===== src/rtl/act_pkg.sv =====
// act_pkg -- shared types and helpers for the vec_activation datapath.
//
// Contents:
//   act_mode_e  : per-vector activation select (RELU, LEAKY, CLIP, BYPASS)
//   num_chunks(): beats per vector for a given vector length and lane count
package act_pkg;

    typedef enum logic [1:0] {
        ACT_RELU   = 2'd0,
        ACT_LEAKY  = 2'd1,
        ACT_CLIP   = 2'd2,
        ACT_BYPASS = 2'd3
    } act_mode_e;

    // Vector length is required to be a whole number of beats.
    function automatic int num_chunks(input int vec_len, input int lanes);
        return vec_len / lanes;
    endfunction

endpackage


===== src/rtl/act_lane.sv =====
// act_lane -- combinational single-element activation.
//
// Parameters: DataWidth (signed element width), ClipMax (CLIP ceiling),
//             LeakShift (arithmetic shift applied to negatives in LEAKY).
// Ports:
//   mode   in  2          activation select (act_mode_e encoding)
//   x      in  DataWidth  signed input element
//   y      out DataWidth  activated element (same width, cannot overflow)
//   zeroed out 1          RELU/CLIP forced a negative to 0, or CLIP saturated
module act_lane
    import act_pkg::*;
#(
    parameter int DataWidth = 8,
    parameter int ClipMax   = 6 << 4,
    parameter int LeakShift = 3
) (
    input  logic [1:0]           mode,
    input  logic [DataWidth-1:0] x,
    output logic [DataWidth-1:0] y,
    output logic                 zeroed
);

    localparam logic signed [DataWidth-1:0] CLIP_V = DataWidth'(ClipMax);

    logic signed [DataWidth-1:0] xs;
    logic                        neg;
    logic                        over;

    assign xs   = $signed(x);
    assign neg  = xs[DataWidth-1];
    assign over = (xs > CLIP_V);

    // NOTE: every output gets a default before the case, so no path leaves it unassigned and no latch is inferred.
    always_comb begin
        y      = x;
        zeroed = 1'b0;
        case (act_mode_e'(mode))
            ACT_RELU: begin
                if (neg) begin
                    y      = '0;
                    zeroed = 1'b1;
                end
            end
            ACT_LEAKY: begin
                // Arithmetic shift floors toward -inf, so small negatives stay at -1.
                if (neg) y = xs >>> LeakShift;
            end
            ACT_CLIP: begin
                if (neg) begin
                    y      = '0;
                    zeroed = 1'b1;
                end else if (over) begin
                    y      = CLIP_V;
                    zeroed = 1'b1;
                end
            end
            default: y = x;
        endcase
    end

endmodule


===== src/rtl/vec_activation.sv =====
// vec_activation -- chunked elementwise activation over a valid/ready stream.
//
// A vector of InVecLength signed elements arrives WorkingRegs lanes per beat.
// The activation mode is captured on the first beat of each vector and held
// for the rest of it. Results leave through one back-pressurable register.
//
// Optional build macro: ACT_STATS_EN adds zeroed_count / stats_valid.
//
// Ports:
//   clk_in, rst_in        clock, synchronous active-high reset
//   mode_in    in  2      activation select, sampled on a vector's first beat
//   in_valid / in_ready   input handshake
//   in_data    in  W*D    lanes, lane 0 in the low bits
//   out_valid / out_ready output handshake
//   out_data   out W*D    activated lanes
//   out_first/out_last    beat is the first / last chunk of its vector
//   busy       out 1      a vector is partially accepted
//   zeroed_count, stats_valid (ACT_STATS_EN only) per-vector zero/clip count
module vec_activation
    import act_pkg::*;
#(
    parameter int InVecLength = 64,
    parameter int WorkingRegs = 4,
    parameter int DataWidth   = 8,
    parameter int ClipMax     = 6 << 4,
    parameter int LeakShift   = 3
) (
    input  logic                             clk_in,
    input  logic                             rst_in,
    input  logic [1:0]                       mode_in,
    input  logic                             in_valid,
    output logic                             in_ready,
    input  logic [WorkingRegs*DataWidth-1:0] in_data,
    output logic                             out_valid,
    input  logic                             out_ready,
    output logic [WorkingRegs*DataWidth-1:0] out_data,
    output logic                             out_first,
    output logic                             out_last,
    output logic                             busy
`ifdef ACT_STATS_EN
    ,
    output logic [$clog2(InVecLength+1)-1:0] zeroed_count,
    output logic                             stats_valid
`endif
);

    localparam int NUM_CHUNKS = num_chunks(InVecLength, WorkingRegs);
    localparam int CW         = (NUM_CHUNKS > 1) ? $clog2(NUM_CHUNKS) : 1;
    localparam logic [CW-1:0] LAST_IDX = CW'(NUM_CHUNKS - 1);

    typedef enum logic {S_IDLE, S_STREAM} state_e;

    state_e                         state_q, state_d;
    logic [CW-1:0]                  chunk_q, chunk_d;
    act_mode_e                      mode_q, mode_d;
    logic [1:0]                     cur_mode;
    logic                           accept;
    logic [WorkingRegs*DataWidth-1:0] act_data;
    logic [WorkingRegs-1:0]         lane_zeroed;

    // Single output stage: a new beat may enter whenever the register is empty
    // or is being drained in this same cycle.
    assign in_ready = !out_valid || out_ready;
    assign accept   = in_valid && in_ready;
    assign busy     = (chunk_q != '0);

    // The first beat of a vector uses mode_in directly; later beats use the latched copy.
    assign cur_mode = (state_q == S_IDLE) ? mode_in : mode_q;

    for (genvar i = 0; i < WorkingRegs; i++) begin : g_lane
        act_lane #(
            .DataWidth (DataWidth),
            .ClipMax   (ClipMax),
            .LeakShift (LeakShift)
        ) u_lane (
            .mode   (cur_mode),
            .x      (in_data[i*DataWidth +: DataWidth]),
            .y      (act_data[i*DataWidth +: DataWidth]),
            .zeroed (lane_zeroed[i])
        );
    end

    always_comb begin
        state_d = state_q;
        chunk_d = chunk_q;
        mode_d  = mode_q;
        case (state_q)
            S_IDLE: begin
                if (accept) begin
                    mode_d = act_mode_e'(mode_in);
                    if (NUM_CHUNKS > 1) begin
                        state_d = S_STREAM;
                        chunk_d = CW'(1);
                    end
                end
            end
            S_STREAM: begin
                if (accept) begin
                    if (chunk_q == LAST_IDX) begin
                        state_d = S_IDLE;
                        chunk_d = '0;
                    end else begin
                        chunk_d = CW'(chunk_q + 1'b1);
                    end
                end
            end
            default: state_d = S_IDLE;
        endcase
    end

    // NOTE: sequential state uses non-blocking assignments so every register samples pre-edge values.
    always_ff @(posedge clk_in) begin
        if (rst_in) begin
            state_q <= S_IDLE;
            chunk_q <= '0;
            mode_q  <= ACT_RELU;
        end else begin
            state_q <= state_d;
            chunk_q <= chunk_d;
            mode_q  <= mode_d;
        end
    end

    // NOTE: the data register is reset too, since out_data=0 is part of the visible reset state.
    always_ff @(posedge clk_in) begin
        if (rst_in) begin
            out_valid <= 1'b0;
            out_data  <= '0;
            out_first <= 1'b0;
            out_last  <= 1'b0;
        end else if (accept) begin
            out_valid <= 1'b1;
            out_data  <= act_data;
            out_first <= (chunk_q == '0);
            out_last  <= (chunk_q == LAST_IDX);
        end else if (out_ready) begin
            out_valid <= 1'b0;
        end
    end

`ifdef ACT_STATS_EN
    localparam int SW = $clog2(InVecLength + 1);

    logic [SW-1:0] beat_zeros;
    logic [SW-1:0] stat_q;

    always_comb begin
        beat_zeros = '0;
        for (int i = 0; i < WorkingRegs; i++) begin
            beat_zeros = beat_zeros + SW'(lane_zeroed[i]);
        end
    end

    // Accumulator restarts on chunk 0; after the last beat is accepted it
    // holds the full-vector total, which stays put while out_last is presented.
    always_ff @(posedge clk_in) begin
        if (rst_in) begin
            stat_q <= '0;
        end else if (accept) begin
            stat_q <= ((chunk_q == '0) ? '0 : stat_q) + beat_zeros;
        end
    end

    assign zeroed_count = stat_q;
    assign stats_valid  = out_valid && out_ready && out_last;
`else
    // Lane flags only feed the stats counter, absent in this build.
    logic unused_zeroed;
    assign unused_zeroed = ^lane_zeroed;
`endif

endmodule


===== config.mk =====
export PLATFORM = sky130hd
export DESIGN_NAME = vec_activation
export DESIGN_NICKNAME = d
export VERILOG_FILES = /design/src/rtl/act_pkg.sv /design/src/rtl/act_lane.sv /design/src/rtl/vec_activation.sv
export SDC_FILE = /design/constraint.sdc
export NUM_CORES = 1
export LEC_CHECK = 0
export BUFFER_PORTS_ARGS = -buffer_cell sky130_fd_sc_hd__clkbuf_2
export CAP_MARGIN = 0
export CORE_UTILIZATION = 31
export CTS_CLUSTER_SIZE = 40
export DETAILED_ROUTE_END_ITERATION = 12
export PLACE_DENSITY = 0.56
export SLEW_MARGIN = 20
export SYNTH_ARGS = -nofsm -noshare
export SYNTH_HDL_FRONTEND = slang
export SYNTH_SLANG_ARGS = --single-unit

===== constraint.sdc =====
create_clock -name clk_in -period 1.69 [get_ports clk_in]
set_input_delay 0.0845 -clock clk_in [delete_from_list [all_inputs] [get_ports clk_in]]
set_output_delay 0.0845 -clock clk_in [all_outputs]
set_load 0.05 [all_outputs]

### Word-level counts from Yosys, hierarchy flattened

Index checks and enable logic that the tools add are counted.

* muxes and demuxes: 31
* equality and inequality tests: 5
* $lt $le $gt $ge: 4
* reduce and logical (&&, ||, !) cells: 9
* bitwise gates (word level): 1
* add/sub/neg operators: 1

Operators by type and width (number)
* $pmux 8 s3: 4
* $mux 8: 8
* $mux 7: 8
* $gt 8x8->1 const B: 4
* $mux 4: 3
* $pmux 4 s2: 1
* $mux 1: 5
* $add 4x1->4 const B: 1
* $eq 4x4->1 const B: 1
* $logic_not 4->1: 1
* $reduce_and 2->1: 2
* $reduce_bool 4->1: 1
* $eq 2x1->1 const B: 1
* $eq 2x2->1 const B: 1
* $logic_not 2->1: 1
* $mux 2: 1
* $ne 2x1->1 const B: 1
* $ne 2x2->1 const B: 1
* $pmux 1 s2: 1
* $reduce_bool 2->1: 1
* $logic_and 1x1->1: 1
* $logic_not 1->1: 1
* $logic_or 1x1->1: 1
* $not 1->1: 1

* output and inout port bits: 37
* register bits: 42
* logic and storage cells: 58

### Longest topological paths before layout

Gate-level depths: netlist of run 1.

* depth after elaboration: 5
* gate-level depth with buffers: 7
* gate-level depth less buffers: 5

### By module

A second synthesis of run 1 with hierarchy kept.

* cells, all modules: 318
* area total of the unflattened synthesis: 2650.0 sq um

Modules (own cells, without submodules)
* vec_activation: area each 1854.3 sq um, instances 1, cells an instance 206
* act_lane: area each 198.9 sq um, instances 4, cells an instance 28

### Least setup slack after synthesis of run 1

No wires, ideal clock.

* path type: reg-to-reg
* start: register out_valid
* end: register out_data[10]
* data arrival time: 1878 ps
* period minus slack after synthesis: 2014 ps
* stages on the path, launching flop included: 6
* slack: -324 ps
* data required time: 1554 ps
* setup time: 136 ps
* buffers on the path: 0
* cell sequence: dfxtp_1 and2b_1 inv_1 o211ai_2 nor4_2 nor4_1

* longest elaborated chain between the ends: 3

Ends and longest elaborated chain
* start, declared: line vec_activation.sv:34 `output logic out_valid,`
* start signal, assigned: line vec_activation.sv:127 `out_valid <= 1'b0;`
* start signal, assigned: line vec_activation.sv:132 `out_valid <= 1'b1;`
* start signal, assigned: line vec_activation.sv:137 `out_valid <= 1'b0;`
* $logic_not 1->1: line vec_activation.sv:63 `assign in_ready = !out_valid || out_ready;`
* $logic_or 1x1->1: line vec_activation.sv:63
* net in_ready: line vec_activation.sv:32 `output logic in_ready,`
* $logic_and 1x1->1: line vec_activation.sv:64 `assign accept = in_valid && in_ready;`
* end signal, assigned: line vec_activation.sv:133 `out_data <= act_data;`
* end, declared: line vec_activation.sv:36 `output logic [WorkingRegs*DataWidth-1:0] out_data,`

The timed path passes the listed nets, and every way through them passes these cells.
A chain may end at the register's enable or synchronous reset.

### Final worst setup path of run 1

* start: register mode_q[0]
* end: register out_data[8]

* longest elaborated chain between the ends: 3

Ends and longest elaborated chain
* start, declared: line vec_activation.sv:55 `act_mode_e mode_q, mode_d;`
* start signal, assigned: line vec_activation.sv:120 `mode_q <= mode_d;`
* $mux 2 (*): line vec_activation.sv:68 `assign cur_mode = (state_q == S_IDLE) ? mode_in : mode_q;`
* $eq 2x2->1, or another cell as far along
* $pmux 8 s3 (*): line act_lane.sv:37 `case (act_mode_e'(mode))`

Mark *: on every way between the ends. The rest lies on a longest branch, timed or not.

==> results of run 1 <==
metrics by stage:
stage / hold WS (ps) / worst slack [ps] / instance area [um^2] / TNS (ps)
floorplan: 232 / -1.91 / 2100 / -11.3
global placement: 394 / 104 / 2620 / 0
detailed placement: 397 / 56.3 / 2620 / 0
CTS: 65.9 / 52.7 / 2730 / 0
global route: 80.9 / -0.229 / 2770 / -0.229
finish: 81.0 / 101 / 2770 / 0
placed cells by master, fill, tap and decap left out, drive strengths merged, types with 3 or more instances in the layout:
master,netlist,final
dfxtp,42,42
nor3,6,6
a21boi,4,4
mux2i,4,4
nor2,38,38
buf,8,14
nand2,22,22
nand3,18,18
a21oi,14,14
nor4,19,19
o211ai,5,5
a211oi,5,5
clkbuf,6,80
or4b,3,3
a221oi,16,16
a22oi,4,4
a21o,8,8
inv,4,4
cell usage after synthesis:
cell	count
clkbuf_1	6
a21boi_2	3
nand3b_1	2
o211ai_1	4
or3_1	1
a22oi_1	4
a311oi_1	1
nand3_1	18
a21boi_4	1
nor3_1	6
dfxtp_1	42
mux2i_1	4
nor2_1	38
nor4_1	13
a2111oi_4	1
a211oi_1	5
and3b_1	1
inv_1	4
a221oi_1	16
and2b_1	1
a21oi_1	14
o21ai_0	2
nand4b_1	1
nor2b_1	1
o211ai_2	1
ha_1	2
nor3b_1	1
nor4_2	6
or4b_1	3
or3b_4	1
and3_1	1
buf_6	1
a21o_1	8
nand2_1	22
buf_2	7
worst max-delay path: cells and delay by family, from the launching register on:
kind                   cells  cell delay [ps]
and+or+nand+nor            3              580
buffers and inverters      1              160
AOI/OAI and AO/OA          1              350
DFF                        1              400
flip-flops by register name, indices dropped and copies added, names as in the netlist:
signal,cells
chunk_q,4
mode_q,2
out_data,32
out_first,1
out_last,1
out_valid,1
state_q,1
worst max-delay path by stage:
stage | startpoint | cells after the start | slack, ps | end
2_1_floorplan | out_valid | 5 | -2 | out_data[10]
3_3_place_gp | state_q | 4 | 100 | out_data[18]
3_5_place_dp | state_q | 4 | 60 | out_data[18]
4_1_cts | state_q | 4 | 50 | out_data[18]
5_1_grt | mode_q[0] | 5 | -0.2 | out_data[10]
6_report | mode_q[0] | 5 | 100 | out_data[8]
where the power goes:
part | internal (mW) | switching [mW]
Clock | 0.442 | 0.358
Combinational | 0.215 | 0.471
Sequential | 1.06 | 0.0402
Total | 1.71 | 0.869
kinds of logic after synthesis:
logic type               Yosys count  share of synthesized area
AND/OR/NAND/NOR                  116                      0.293
AO/OA/AOI/OAI                     60                      0.231
flip-flops                        42                      0.405
buffers and inverters             18                     0.0403
multiplexers                       4                     0.0193
adder cells (fa/ha/maj)            2                     0.0120
repair_timing:
item                       in CTS  in global routing
hold endpoints to repair        0                  0
resized for setup               0                  5
setup buffers                   0                  1
setup endpoints to repair       0                 14
final cells by class:
cell class	instances	area (um^2)
multi-input cells	182	1190
fillers	656	3650
inverters	4	18.8
clock buffers	6	72.6
repair buffers	88	513
flip-flops and latches	42	846
clock inverters	2	36.3
well taps	77	96.3
metal layers:
| layer | global-route usage | vias to the layer above | wire length, um |
|---|---|---|---|
| li1 | - | 1077 | - |
| met1 | 0.220 | 1039 | 2720 |
| met2 | 0.306 | 60 | 2960 |
| met3 | 0.0406 | 8 | 322 |
| met4 | 0.0455 | 0 | 72 |
| met5 | 0 | - | 0 |
==> results.sh, run 1 <==
export IMPL_critical_path_max_stage_delay_ps=400
export IMPL_whs_path_depth=3
export IMPL_crit_required_ps=1900
export IMPL_fmax_mhz=629
export IMPL_yosys_warnings=0
export IMPL_worst_pin_slew_ps=531
export IMPL_yosysSeqAreaShare=0.405
export IMPL_start_util=0.324
export IMPL_cap_violations=0
export IMPL_ys_ff_latch=42
export IMPL_violations="design-rule violations"
export IMPL_worstSetupEndpointType="flip-flop"
export IMPL_regToRegSetupSlack_ps=100
export IMPL_grt_pass1_vias=2064
export IMPL_drt_total_wl_um=6070
export IMPL_slew_viol_final=0
export IMPL_reg2reg_to="out_data[8]"
export IMPL_cts_buffers=5
export IMPL_hpwl_um=4560
export IMPL_area_growth_pct=33.3
export IMPL_path_cells="and3b_1 > o211ai_4 > nor4_2 > buf_4 > nor4_1"
export IMPL_min_delay_start="in_data[28]"
export IMPL_instances_no_fill=401
export IMPL_syn_area_per_cell_um2=8.59
export IMPL_worst_clock_skew_ps=3.92
export IMPL_fp_dieArea_um2=7040
export IMPL_cts_num_sinks=42
export IMPL_worstSetupPathType="flip-flop to flip-flop"
export IMPL_drtIter0Drc=120
export IMPL_status="finished, violations left"
export IMPL_hp_class="input pin to flip-flop"
export IMPL_cts_path_max_buffers=2
export IMPL_worstPathMaxFanout=5
export IMPL_grt_pass1_wl_um=9880
export IMPL_synth_fp_nets=282
export IMPL_yosysUniqueCellTypes=35
export IMPL_drive_above_1_share=0.352
export IMPL_p_leak_nw=1.19
export IMPL_synth_area_um2=2080
export IMPL_ios=75
export IMPL_vias=2184
export IMPL_portBuffers=74
export IMPL_n_antenna_cell=0
export IMPL_hold_path_end="out_data[28]"
export IMPL_nets=363
export IMPL_grt_max_degree=36
export IMPL_yosysTopAreaCell="dfxtp_1"
export IMPL_startpoint_type="flip-flop"
export IMPL_overflow=0
export IMPL_arrival_ps=1800
export IMPL_netlist_area_leader_share=0.405
export IMPL_die_x_um=83.9
export IMPL_maxSlewHeadroom=0.646
export IMPL_dp_cells=392
export IMPL_clock_latency_ps=300
export IMPL_cts_clk_slew_worst_paths_ps=80
export IMPL_final_util=0.431
export IMPL_cts_root_buf="clkbuf_8"
export IMPL_syn_inst=242
export IMPL_firstDrtPassIters=8
export IMPL_grtUsageTotal=0.177
export IMPL_coreArea_um2=6420
export IMPL_totalPowerFinal_mw=2.58
export IMPL_fin_crit_ps=1590
export IMPL_die_h_um=83.9
export IMPL_reg2reg_depth=5
export IMPL_place_congestion=0.831
export IMPL_fp_row_count=29
export IMPL_wl_per_cell_um=15.1
export IMPL_period_share=0.940
export IMPL_hold_viol_final=0
export IMPL_via_per_inst=5.45
export IMPL_critPathSlowestCell="dfxtp_1"
export IMPL_setup_viol=0
export IMPL_antenna_found_initial=0
export IMPL_cts_hold_buf=0
export IMPL_powerDensity_nw_per_um2=932
export IMPL_h_tree_depth=2
export IMPL_drcViolationCount=6
export IMPL_peakVddDrop_mv=0.361
export IMPL_postRouteAntennaNets=0
export IMPL_r2r_start="mode_q[0]"
export IMPL_cts_tree="done"
export IMPL_ys_top_cells_by_area="dfxtp_1 (40%), nor2_1 (6.9%), a221oi_1 (6.7%), nand3_1 (4.3%), nand2_1 (4.0%)"
Note: power is estimated with default switching activity, not from simulation.
==> inputs of run 2 (changes only) <==
Settings changed: CORE_MARGIN set to 3.
==> run 2 against run 1 <==
Effect of this change: design area shrank 0.59%; non-clock buffer count grew 1; largest cell class unchanged; first-iteration DRC count shrank 37%; critical path depth is the same; total power shrank 1.9%; core utilization shrank 0.25 points; die area grew 9.8%; count of clock-buffer cells in the layout is the same; highest routed layer unchanged; the run now ends clean; register-to-register slack is essentially flat.
==> results.sh, run 2 (same netlist as run 1, synthesis figures left out) <==
export IMPL_status="completed"
export IMPL_critical_path_max_stage_delay_ps=400
export IMPL_switching_share=0.350
export IMPL_p_int_mw=1.65
export IMPL_postRouteAntennaNets=0
export IMPL_fin_crit_ps=1580
export IMPL_r2r_start="mode_q[0]"
export IMPL_largest_reg_flops=32
export IMPL_drtIter0Drc=76
export IMPL_dp_slack_ps=4.37
export IMPL_reg2reg_depth=5
export IMPL_worstSetupPathType="flip-flop to flip-flop"
export IMPL_maxSlewHeadroom=0.680
export IMPL_fmax_mhz=632
export IMPL_startpoint_type="flip-flop"
export IMPL_die_h_um=87.9
export IMPL_grtUsageTotal=0.171
export IMPL_drive_above_1_share=0.354
export IMPL_regToRegSetupSlack_ps=110
export IMPL_cts_clk_slew_worst_paths_ps=90
export IMPL_critPathCapture="out_data[26]"
export IMPL_start_util=0.324
export IMPL_slew_viol_final=0
export IMPL_n_antenna_cell=0
export IMPL_cts_buffers=5
export IMPL_reg2reg_to="out_data[26]"
export IMPL_cts_root_buf="clkbuf_8"
export IMPL_grt_pass1_wl_um=10200
export IMPL_powerDensity_nw_per_um2=920
export IMPL_via_per_inst=5.40
export IMPL_portBuffers=74
export IMPL_wl_per_cell_um=15.5
export IMPL_p_comb_frac=0.268
export IMPL_firstDrtPassIters=5
export IMPL_worst_pin_slew_ps=480
export IMPL_peakVddDrop_mv=0.336
export IMPL_worstSetupEndpointType="flip-flop"
export IMPL_critical_path_top_delay_family="simple AND/OR/NAND/NOR gates"
export IMPL_drcViolationCount=0
export IMPL_h_tree_depth=2
export IMPL_layout_commonest_cell="clkbuf_2"
export IMPL_path_cells="and3b_1 > o211ai_4 > nor4_2 > buf_4 > nor4_1"
export IMPL_p_seq_frac=0.432
export IMPL_antenna_found_initial=0
export IMPL_p_leak_nw=1.18
export IMPL_cp_num_buf_inv=1
export IMPL_nFillCells=662
export IMPL_cap_violations=0
export IMPL_dp_cells=393
export IMPL_period_share=0.936
export IMPL_clock_latency_ps=300
export IMPL_worstPathMaxFanout=5
export IMPL_die_x_um=87.9
export IMPL_hpwl_um=4630
export IMPL_hold_viol_final=0
export IMPL_instances_no_fill=402
export IMPL_cts_num_sinks=42
export IMPL_drt_total_wl_um=6210
export IMPL_ios=75
export IMPL_fin_ws_ps=108
export IMPL_setup_viol=0
export IMPL_arrival_ps=1780
export IMPL_final_cell_mix="clkbuf_2 (74), dfxtp_1 (41), nor2_1 (37), nand2_1 (22), nand3_1 (18)"
export IMPL_hp_class="input pin to flip-flop"
export IMPL_critPathSlowestCell="dfxtp_1"
export IMPL_grt_pass1_vias=2085
export IMPL_switchingPower_uw=887
export IMPL_path_depth=5
export IMPL_clkPwrFrac=0.300
export IMPL_worst_clock_skew_ps=5.57
export IMPL_critPathLaunch="mode_q[0]"
export IMPL_fp_row_count=29
export IMPL_whs_path_depth=3
export IMPL_coreArea_um2=6420
export IMPL_fp_dieArea_um2=7720
export IMPL_area_growth_pct=32.5
export IMPL_grt_max_degree=25
export IMPL_cts_tree="done"
export IMPL_nets=364
export IMPL_cts_path_max_buffers=2
export IMPL_largest_register="out_data"
export IMPL_cts_hold_buf=0
export IMPL_largestRegisters="out_data (32), chunk_q (4), mode_q (2)"
export IMPL_overflow=0
export IMPL_vias=2171
export IMPL_crit_required_ps=1890
export IMPL_place_congestion=0.842
==> run 2: per-layer routing <==
metal	share of wire	global-route usage	vias up
met5	0	0	-
met4	0.014	0.0544	0
met3	0.055	0.0292	11
met2	0.48	0.283	75
met1	0.45	0.226	1007
li1	-	-	1078
==> run 2: metrics by stage <==
stage | hold slack, ps | power [mW] | TNS [ps] | cell area (um^2) | util
after floorplan | 232 | 1.58 | -11.3 | 2100 | -
after global placement | 396 | 1.79 | 0 | 2610 | 0.406
after detailed placement | 399 | 1.79 | 0 | 2610 | 0.406
after CTS | 71.8 | 2.56 | 0 | 2720 | 0.424
after global routing | 94.6 | 2.66 | -4.71 | 2750 | 0.429
final | 79.9 | 2.53 | 0 | 2750 | 0.429
==> run 2: what timing repair did <==
action,in CTS,in global routing
buffers inserted,0,1
gates resized for setup,1,4
endpoints found under the setup margin,1,17
pin swaps,0,1
==> run 2: how the worst min path moves through the flow <==
stage | start | slack [ps] | endpoint
5_1_grt | in_data[20] | 90 | out_data[20]
3_3_place_gp | mode_in[1] | 400 | mode_q[1]
4_1_cts | in_data[12] | 70 | out_data[12]
6_report | in_data[12] | 80 | out_data[12]
3_5_place_dp | in_data[28] | 400 | out_data[28]
2_1_floorplan | mode_in[0] | 230 | mode_q[0]
==> run 2: final cells by class <==
cell class / count / area (um^2) / share of cell area
well taps: 77 / 96.3 / 0.0350
clock buffers: 6 / 93.8 / 0.0341
repair buffers: 89 / 499 / 0.181
flip-flops and latches: 42 / 845 / 0.307
multi-input cells: 182 / 1190 / 0.431
clock inverters: 2 / 15.0 / 0.00545
inverters: 4 / 18.8 / 0.00682
==> run 2: worst reg2reg max path, cell delays in order, from the launching register on <==
cell and delay [ps]:
dfxtp_1 400, and3b_1 240, o211ai_4 330, nor4_2 100, buf_4 160, nor4_1 260
==> run 2: power groups by stage <==
stage,Sequential [mW],Clock (mW),Combinational (mW)
final,1.09,0.759,0.680
after global routing,1.10,0.818,0.740
after CTS,1.09,0.784,0.679
after detailed placement,1.12,0,0.675
after global placement,1.12,0,0.671
after floorplan,1.31,0,0.262
